--- config.mk ---
export PLATFORM = sky130hd
export DESIGN_NAME = regfile_port_arbiter
export DESIGN_NICKNAME = d
export VERILOG_FILES = /design/src/rtl/regfile_arb_pkg.sv /design/src/rtl/regfile_dump_seq.sv /design/src/rtl/regfile_port_arbiter.sv
export SDC_FILE = /design/constraint.sdc
export NUM_CORES = 1
export LEC_CHECK = 0
export ABC_AREA = 0
export ABC_CLOCK_PERIOD_IN_PS = 2500
export BUFFER_PORTS_ARGS = -buffer_cell sky130_fd_sc_hd__clkbuf_2
export CAP_MARGIN = 30
export CORE_AREA = 2 2 102 104
export CTS_CLUSTER_DIAMETER = 50
export DETAILED_ROUTE_END_ITERATION = 16
export DIE_AREA = 0 0 104 106
export MAX_ROUTING_LAYER = met4
export PLACE_DENSITY = 0.68
export SLEW_MARGIN = 25
export SYNTH_ARGS = -nofsm -noshare
export SYNTH_HDL_FRONTEND = slang
export SYNTH_SLANG_ARGS = --single-unit
--- constraint.sdc ---
create_clock -name CLK -period 2.5 [get_ports CLK]
set_input_delay 0.5 -clock CLK [delete_from_list [all_inputs] [get_ports CLK]]
set_output_delay 0.5 -clock CLK [all_outputs]
set_load 0.05 [all_outputs]
--- src/rtl/regfile_arb_pkg.sv ---
// Shared definitions for the register-file port arbiter.
//   state_t    : arbiter FSM states
//   REG0_INDEX : hard-wired zero register; debug writes to it are dropped
package regfile_arb_pkg;

  typedef enum logic [2:0] {
    IDLE   = 3'd0,
    DBG_RD = 3'd1,
    DBG_WR = 3'd2,
    DUMP   = 3'd3,
    ACK    = 3'd4
  } state_t;

  localparam logic [4:0] REG0_INDEX = 5'd0;

endpackage

--- src/rtl/regfile_dump_seq.sv ---
// Dump sequencer: holds the dump-pending flag and the index of the next
// register to dump. The index is only advanced in cycles where the arbiter
// actually owns read port B for the dump, so a pause keeps the index and the
// dump resumes where it stopped.
// Ports:
//   clk, rst  : clock, asynchronous active-high reset
//   start     : dump request pulse (ignored while a dump is pending)
//   advance   : arbiter spent this cycle dumping register idx
//   idx       : register index to dump next / being dumped
//   busy      : dump pending or in progress
//   last      : this advance cycle dumps the final register
module regfile_dump_seq #(
  parameter int REGNUM = 8
) (
  input  logic       clk,
  input  logic       rst,
  input  logic       start,
  input  logic       advance,
  output logic [4:0] idx,
  output logic       busy,
  output logic       last
);

  localparam logic [4:0] LAST_IDX = 5'(REGNUM - 1);

  logic [4:0] idx_reg;
  logic       pending_reg;

  assign last = advance && (idx_reg == LAST_IDX);
  assign idx  = idx_reg;
  assign busy = pending_reg;

  always_ff @(posedge clk or posedge rst) begin
    if (rst) begin
      idx_reg     <= 5'd0;
      pending_reg <= 1'b0;
    end else if (advance) begin
      if (idx_reg == LAST_IDX) begin
        idx_reg     <= 5'd0;
        pending_reg <= 1'b0;
      end else begin
        idx_reg <= idx_reg + 5'd1;
      end
    end else if (start && !pending_reg) begin
      idx_reg     <= 5'd0;
      pending_reg <= 1'b1;
    end
  end

endmodule

--- src/rtl/regfile_port_arbiter.sv ---
// Shares the register-file write port and read port B between the CPU and a
// debug host. Debug reads/writes and register dumps steal the ports for one
// cycle at a time by stalling the CPU; a starvation guard hands the CPU one
// free slot after STARVE_MAX consecutive stalled cycles.
// Ports:
//   CLK, RST                        : clock, asynchronous active-high reset
//   cpu_we/cpu_rw/cpu_wdata/cpu_rb  : CPU write port and read-B address
//   cpu_busB, cpu_stall             : read-B data back to CPU, CPU hold
//   rf_we/rf_rw/rf_wdata/rf_rb      : register file write port and read-B addr
//   rf_busB                         : register file read-B data (combinational)
//   dbg_*                           : debug host request/ack handshake
//   dump_*                          : full register dump control and stream
module regfile_port_arbiter
  import regfile_arb_pkg::*;
#(
  parameter int REGNUM     = 8,
  parameter int DW         = 32,
  parameter int STARVE_MAX = 4
) (
  input  logic          CLK,
  input  logic          RST,
  input  logic          cpu_we,
  input  logic [4:0]    cpu_rw,
  input  logic [DW-1:0] cpu_wdata,
  input  logic [4:0]    cpu_rb,
  output logic [DW-1:0] cpu_busB,
  output logic          cpu_stall,
  output logic          rf_we,
  output logic [4:0]    rf_rw,
  output logic [DW-1:0] rf_wdata,
  output logic [4:0]    rf_rb,
  input  logic [DW-1:0] rf_busB,
  input  logic          dbg_req,
  input  logic          dbg_wr,
  input  logic [4:0]    dbg_addr,
  input  logic [DW-1:0] dbg_wdata,
  output logic          dbg_ack,
  output logic [DW-1:0] dbg_rdata,
  input  logic          dump_start,
  output logic          dump_busy,
  output logic          dump_valid,
  output logic [4:0]    dump_idx,
  output logic [DW-1:0] dump_data
);

  localparam int         CW       = (STARVE_MAX < 2) ? 1 : $clog2(STARVE_MAX);
  localparam logic [5:0] REGNUM_W = 6'(REGNUM);

  state_t          state_reg, state_next;
  logic [CW-1:0]   starve_cnt_reg;
  logic [DW-1:0]   dbg_rdata_reg;
  logic            force_slot;
  logic            dump_last;
  logic            addr_in_range;

  assign addr_in_range = ({1'b0, dbg_addr} < REGNUM_W);

  // Last stalled cycle allowed in a row; the following cycle goes to the CPU.
  assign force_slot = cpu_stall && (starve_cnt_reg == CW'(STARVE_MAX - 1));

  regfile_dump_seq #(.REGNUM(REGNUM)) u_dump_seq (
    .clk     (CLK),
    .rst     (RST),
    .start   (dump_start),
    .advance (state_reg == DUMP),
    .idx     (dump_idx),
    .busy    (dump_busy),
    .last    (dump_last)
  );

  // State register
  always_ff @(posedge CLK or posedge RST) begin
    if (RST) state_reg <= IDLE;
    else     state_reg <= state_next;
  end

  // Next-state logic; debug requests win over dump start/resume.
  always_comb begin
    state_next = state_reg;
    case (state_reg)
      IDLE: begin
        if (dbg_req)                      state_next = dbg_wr ? DBG_WR : DBG_RD;
        else if (dump_start || dump_busy) state_next = DUMP;
      end
      DBG_RD, DBG_WR: state_next = ACK;
      // Pausing to IDLE gives the CPU its slot; pending dump re-enters next.
      DUMP:    if (dump_last || force_slot) state_next = IDLE;
      ACK:     state_next = IDLE;
      default: state_next = IDLE;
    endcase
  end

  // Output decode and port mux
  always_comb begin
    rf_we    = 1'b0;
    rf_rw    = 5'd0;
    rf_wdata = '0;
    rf_rb    = 5'd0;
    if (!RST) begin
      case (state_reg)
        IDLE, ACK: begin
          rf_we    = cpu_we;
          rf_rw    = cpu_rw;
          rf_wdata = cpu_wdata;
          rf_rb    = cpu_rb;
        end
        DBG_RD: rf_rb = dbg_addr;
        DBG_WR: begin
          rf_we    = addr_in_range && (dbg_addr != REG0_INDEX);
          rf_rw    = dbg_addr;
          rf_wdata = dbg_wdata;
          rf_rb    = dbg_addr;
        end
        DUMP:    rf_rb = dump_idx;
        default: ;
      endcase
    end
  end

  assign cpu_stall  = (state_reg == DBG_RD) || (state_reg == DBG_WR) || (state_reg == DUMP);
  assign dbg_ack    = (state_reg == ACK);
  assign dump_valid = (state_reg == DUMP);
  assign dump_data  = dump_valid ? rf_busB : '0;
  assign cpu_busB   = rf_busB;
  assign dbg_rdata  = dbg_rdata_reg;

  // Read data is captured at the edge closing DBG_RD and held until the next read.
  always_ff @(posedge CLK or posedge RST) begin
    if (RST)                      dbg_rdata_reg <= '0;
    else if (state_reg == DBG_RD) dbg_rdata_reg <= addr_in_range ? rf_busB : '0;
  end

  // Consecutive-stall counter
  always_ff @(posedge CLK or posedge RST) begin
    if (RST)                            starve_cnt_reg <= '0;
    else if (!cpu_stall || force_slot)  starve_cnt_reg <= '0;
    else                                starve_cnt_reg <= starve_cnt_reg + CW'(1);
  end

endmodule

=== Word-level counts from Yosys, hierarchy flattened ===
Cells that the tools add are included.
Widths: inputs -> output; s select.

* Output and inout bits: 148
* Register bits: 43
* Logic and storage cells: 57
* Input bits: 117

* Equality and inequality tests: 9
* Order comparisons: 1
* Reductions and logical operators: 18
* Add/sub/neg operators: 2
* Mux-type cells: 22

{| class="wikitable"
|+ Operators by type and width
! operator !! number
|-
| $mux 32 || 3
|-
| $pmux 32 s2 || 1
|-
| $mux 5 || 5
|-
| $pmux 5 s3 || 1
|-
| $pmux 5 s2 || 1
|-
| $mux 3 || 3
|-
| $pmux 3 s3 || 1
|-
| $eq 3x2->1 const B || 2
|-
| $add 5x1->5 const B || 1
|-
| $eq 5x3->1 const B || 1
|-
| $logic_or 1x1->1 || 5
|-
| $lt 5x4->1 const B || 1
|-
| $reduce_bool 5->1 || 1
|-
| $logic_and 1x1->1 || 4
|-
| $mux 1 || 4
|-
| $mux 2 || 2
|-
| $ne 2x1->1 const B || 2
|-
| $reduce_and 2->1 || 2
|-
| $reduce_or 2->1 || 2
|-
| $eq 3x1->1 const B || 1
|-
| $eq 3x3->1 const B || 1
|-
| $logic_not 3->1 || 1
|-
| $ne 3x3->1 const B || 1
|-
| $add 2x1->2 const B || 1
|-
| other kinds (4) || 5
|}

=== Longest topological paths before layout ===
* Depth after elaboration: 7
* Gate-level depth with buffers: 6
* Gate-level depth less buffers: 4

=== Hierarchy ===
From an unflattened synthesis, not the netlist that was laid out.

* Cell total of the unflattened synthesis: 383
* Area total of the unflattened synthesis: 2981.6 um^2

{| class="wikitable"
|+ By module, submodules not included
! module !! sequential area each (um^2) !! area an instance (um^2) !! cells an instance !! times used
|-
| regfile_port_arbiter || 925.9 || 2635.0 || 349 || 1
|-
| regfile_dump_seq || 150.1 || 346.6 || 34 || 1
|}

=== Worst setup path before layout ===
OpenSTA, ideal clock, no wires.

* Path kind: register to output
* Start point: register state_reg[1]
* End point: output rf_rb[4]
* Path buffers: 3
* Required time: 2.000 ns
* Arrival: 1.905 ns
* Stages on the path, launching flop included: 7
* Setup slack: 0.095 ns
* Path through: dfrtp_1 > buf_6 > nor2_1 > buf_2 > buf_2 > nand2_1 > a31oi_1

* Word-level cells in the longest chain between the ends: 4
* Elaborated cells on any way between the ends: 9
* Classes of those cells: eq/ne (4); mux (2); reduce/logical (3)

{| class="wikitable"
|+ Ends and longest elaborated chain
! item !! RTL line !! text
|-
| start: declaration || regfile_port_arbiter.sv:49 || <nowiki>state_t state_reg, state_next;</nowiki>
|-
| start signal: assignment || regfile_port_arbiter.sv:74 || <nowiki>else state_reg <= state_next;</nowiki>
|-
| $eq 3x1->1, or another cell as far along || regfile_port_arbiter.sv:100 || <nowiki>case (state_reg)</nowiki>
|-
| $reduce_or 2->1 (on tied branches) || n/a ||
|-
| $pmux 5 s3 (*) || regfile_port_arbiter.sv:100 ||
|-
| $mux 5 (*) || regfile_port_arbiter.sv:99 || <nowiki>if (!RST) begin</nowiki>
|-
| end: declaration || regfile_port_arbiter.sv:31 || <nowiki>output logic [4:0] rf_rb,</nowiki>
|}

Every way passes the cells marked *; elsewhere a longest branch is shown, timed or not.

=== Final worst setup path ===
* Start point: register state_reg[0]
* End point: output rf_we

* Word-level cells in the longest chain between the ends: 4
* Elaborated cells on any way between the ends: 6
* Classes of those cells: eq/ne (2); mux (2); reduce/logical (2)

{| class="wikitable"
|+ Ends and longest elaborated chain
! item !! RTL line !! text
|-
| $eq 3x3->1 or $logic_not 3->1 (tied branches) || regfile_port_arbiter.sv:100 ||
|-
| $reduce_or 2->1 || regfile_port_arbiter.sv:100 ||
|-
| $pmux 1 s2 (*) || regfile_port_arbiter.sv:100 ||
|-
| $mux 1 (*) || regfile_port_arbiter.sv:99 ||
|-
| end: declaration || regfile_port_arbiter.sv:28 || <nowiki>output logic rf_we,</nowiki>
|}

Marks and branches as above.

==> results_dict.tcl <==
set metrics [dict create \
    clk_pin_slew_worst_paths_ns 0.09 \
    ant_nets 0 \
    hold_class "in2async" \
    critPathArrivalTime_ns 1.86 \
    rows 37 \
    power.density_nw_per_um2 1280 \
    yosys.area.top_type "dfrtp_1" \
    fin_tns_setup_ns 0 \
    setup_viol 0 \
    ys_types 35 \
    start_kind "flop" \
    wire_per_inst_um 13.8 \
    comb_power_share_pct 69.9 \
    yosysMostFrequentCell "nand2_1" \
    drive_above_1_share_pct 49.2 \
    synth-seq-cells 43 \
    ir_worst_vdd_mv 0.759 \
    gp_congestion 0.881 \
    io_buffers 264 \
    cts_inserted_buffers 5 \
    endpoint_kind "primary output" \
    crit_type "reg2out" \
    first_pass_iters 5 \
    syn_avg_cell_area_um2 7.71 \
    vias 3368 \
    synth_edf_count 0 \
    async_reset_ff_share_pct 100 \
    grt_overflow_total 0 \
    fp.dieW_um 104 \
    internal_power_mw 2.31 \
    rsz0062_at_grt "false" \
    grt_max_degree 66 \
    timing.hold.ws_ns 0.440 \
    synthCells 379 \
    ys_warn_count 0 \
    die_h_um 106 \
    diodes 0 \
    viasPerCell 4.59 \
    max_freq_mhz 423 \
    tritoncts "built" \
    hpwl_mm 8.28 \
    netSwitchingPower_mw 3.32 \
    hold_viol 0 \
    finalCritPeriodShare_pct 94.5 \
    seq_power_share_pct 21.0 \
    fin_crit_ns 2.36 \
    clock_skew_ns 0.0154 \
    status "completed" \
    start_util_pct 29.2 \
    synth_area_um2 2920 \
    clock_latency_ns 0.29 \
    slew_headroom_pct 54.6 \
    die-area_um2 11000 \
    drt-total-wl_mm 10.1 \
    worst_r2r_startpoint "state_reg[0]" \
    cap_viol_max_count 0 \
    cp_max_fo 39 \
    fin_nets 716 \
    htree_levels 2 \
    root_buffer "clkbuf_8" \
    yosysSeqAreaShare_pct 36.8 \
    yosys-top-cells-count "nand2_1, dfrtp_1, nor2_1" \
    reg2regPathDepth 3 \
    drtIter0Drc 215 \
    r2r-end "dbg_rdata[1]" \
    worstMarginPinSlew_ns 0.680 \
    first_global_vias 3159 \
    grt_pass1_wl_mm 15.8 \
    coreArea_um2 10000 \
    synth.net_count 498 \
    cts_buffer_depth 2 \
    drcViolationCount 0 \
    crit_required_ns 2.00 \
    antenna_found_initial 0 \
    ff2ff_setup_slack_ns 0.94 \
    ctsHoldBuffers 0 \
    synth_area_leaders "dfrtp_1, nand2_1, buf_4" \
    power_switching_share_pct 59.0 \
    area_growth_pct 50.6 \
    clkPwrFrac_pct 9.1 \
    largest_reg_flops 32 \
    cts_sinks 43 \
    grt_usage_pct 18.4 \
    pin_count 265 \
    post-cts-setup-buffer-count 0 \
    synthFlopType "dfrtp_1" \
    leakage_nw 2.39 \
    slew_viol_final 0 \
    yosysTopAreaCellShare_pct 36.8 \
]
==> layout by cell type, fill, tap and decap left out, types with 2 or more instances in the layout <==
| cell | Yosys | final |
|---|---|---|
| o21ai_0 | 15 | 15 |
| and2_1 | 34 | 34 |
| clkbuf_2 | 0 | 252 |
| dfrtp_1 | 43 | 40 |
| nor2_1 | 36 | 34 |
| a31oi_1 | 5 | 5 |
| inv_1 | 3 | 2 |
| mux2_2 | 5 | 5 |
| o22ai_1 | 2 | 2 |
| xor2_1 | 2 | 2 |
| o21ai_1 | 20 | 20 |
| nor2b_1 | 2 | 2 |
| nand3_1 | 6 | 6 |
| dfrtp_2 | 0 | 3 |
| ha_1 | 2 | 2 |
| a21oi_1 | 7 | 7 |
| a22oi_1 | 32 | 32 |
| nand2_1 | 89 | 89 |
| clkbuf_8 | 0 | 5 |
| buf_4 | 34 | 5 |
| mux2i_1 | 2 | 2 |
| buf_12 | 0 | 12 |
==> layout make-up <==
class,count,area [µm²]
Clock inverter,1,30.0
Tap cell,136,170
Multi-Input combinational cell,272,1470
Fill cell,1012,5600
Sequential cell,43,1080
Clock buffer,6,72.6
Inverter,4,22.5
Timing Repair Buffer,271,1560
==> power by group through the flow <==
stage	clock network, mW	logic, mW	registers, mW
floorplan	0	2.18	1.93
global placement	0	3.89	1.17
detailed placement	0	3.94	1.19
CTS	0.530	3.94	1.18
global route	0.566	4.18	1.23
finish	0.514	3.93	1.18
==> how the worst max path moves through the flow <==
stage                               end          from  slack (ns)  cells after the start
after floorplan                rf_rb[4]  state_reg[1]        0.09                      6
after global placement    dump_data[29]  state_reg[2]        0.34                      4
after detailed placement   dump_data[0]  state_reg[2]        0.21                      4
after CTS                  dump_data[0]  state_reg[2]        0.02                      4
after global routing              rf_we  state_reg[0]        0.01                      5
final                             rf_we  state_reg[0]        0.14                      5
==> timing repair <==
action,4_1_cts,5_1_grt
setup endpoints to repair,33,53
pin swaps,0,1
gates resized for setup,1,8
==> worst max-delay path, cell delays in order, from the launching register on <==
cell      delay (ns)
dfrtp_2         0.49
nor3b_4         0.26
buf_12          0.23
o311ai_0        0.15
a21oi_1         0.26
buf_12          0.18
==> layer usage <==
metal  track usage [%]  part of all wire, %  routed length (µm)  vias to the layer above
met5                 -                    0                   0                        -
met2              33.1                   53                5310                      183
met4              5.98                  1.9                 187                        0
met1              20.3                   38                3830                     1505
met3              4.23                  7.7                 775                       10
li1                  -                    -                   -                     1670
==> metrics by stage <==
step                area, µm²  setup slack (ns)  total power [mW]  utilization, %  std cells
floorplan                2920            0.0949              4.11               -        379
global placement         4270             0.340              5.06            42.7        726
detailed placement       4270             0.211              5.13            42.7        726
CTS                      4380            0.0204              5.65            43.8        733
global route             4400            0.0142              5.98            44.0        733
finish                   4400             0.138              5.63            44.0        733
==> kinds of logic (layout without fill, tap and decap cells) <==
family,after synthesis,after routing,share of synthesized area [%]
flip-flops,43,43,36.8
multiplexers,7,7,2.61
adder cells (fa/ha/maj),2,2,0.856
XOR/XNOR,2,2,0.600
AO/OA/AOI/OAI,85,85,18.1
AND/OR/NAND/NOR,176,176,27.2
buffers and inverters,64,282,13.8
Power figures use the tool's default switching activity.
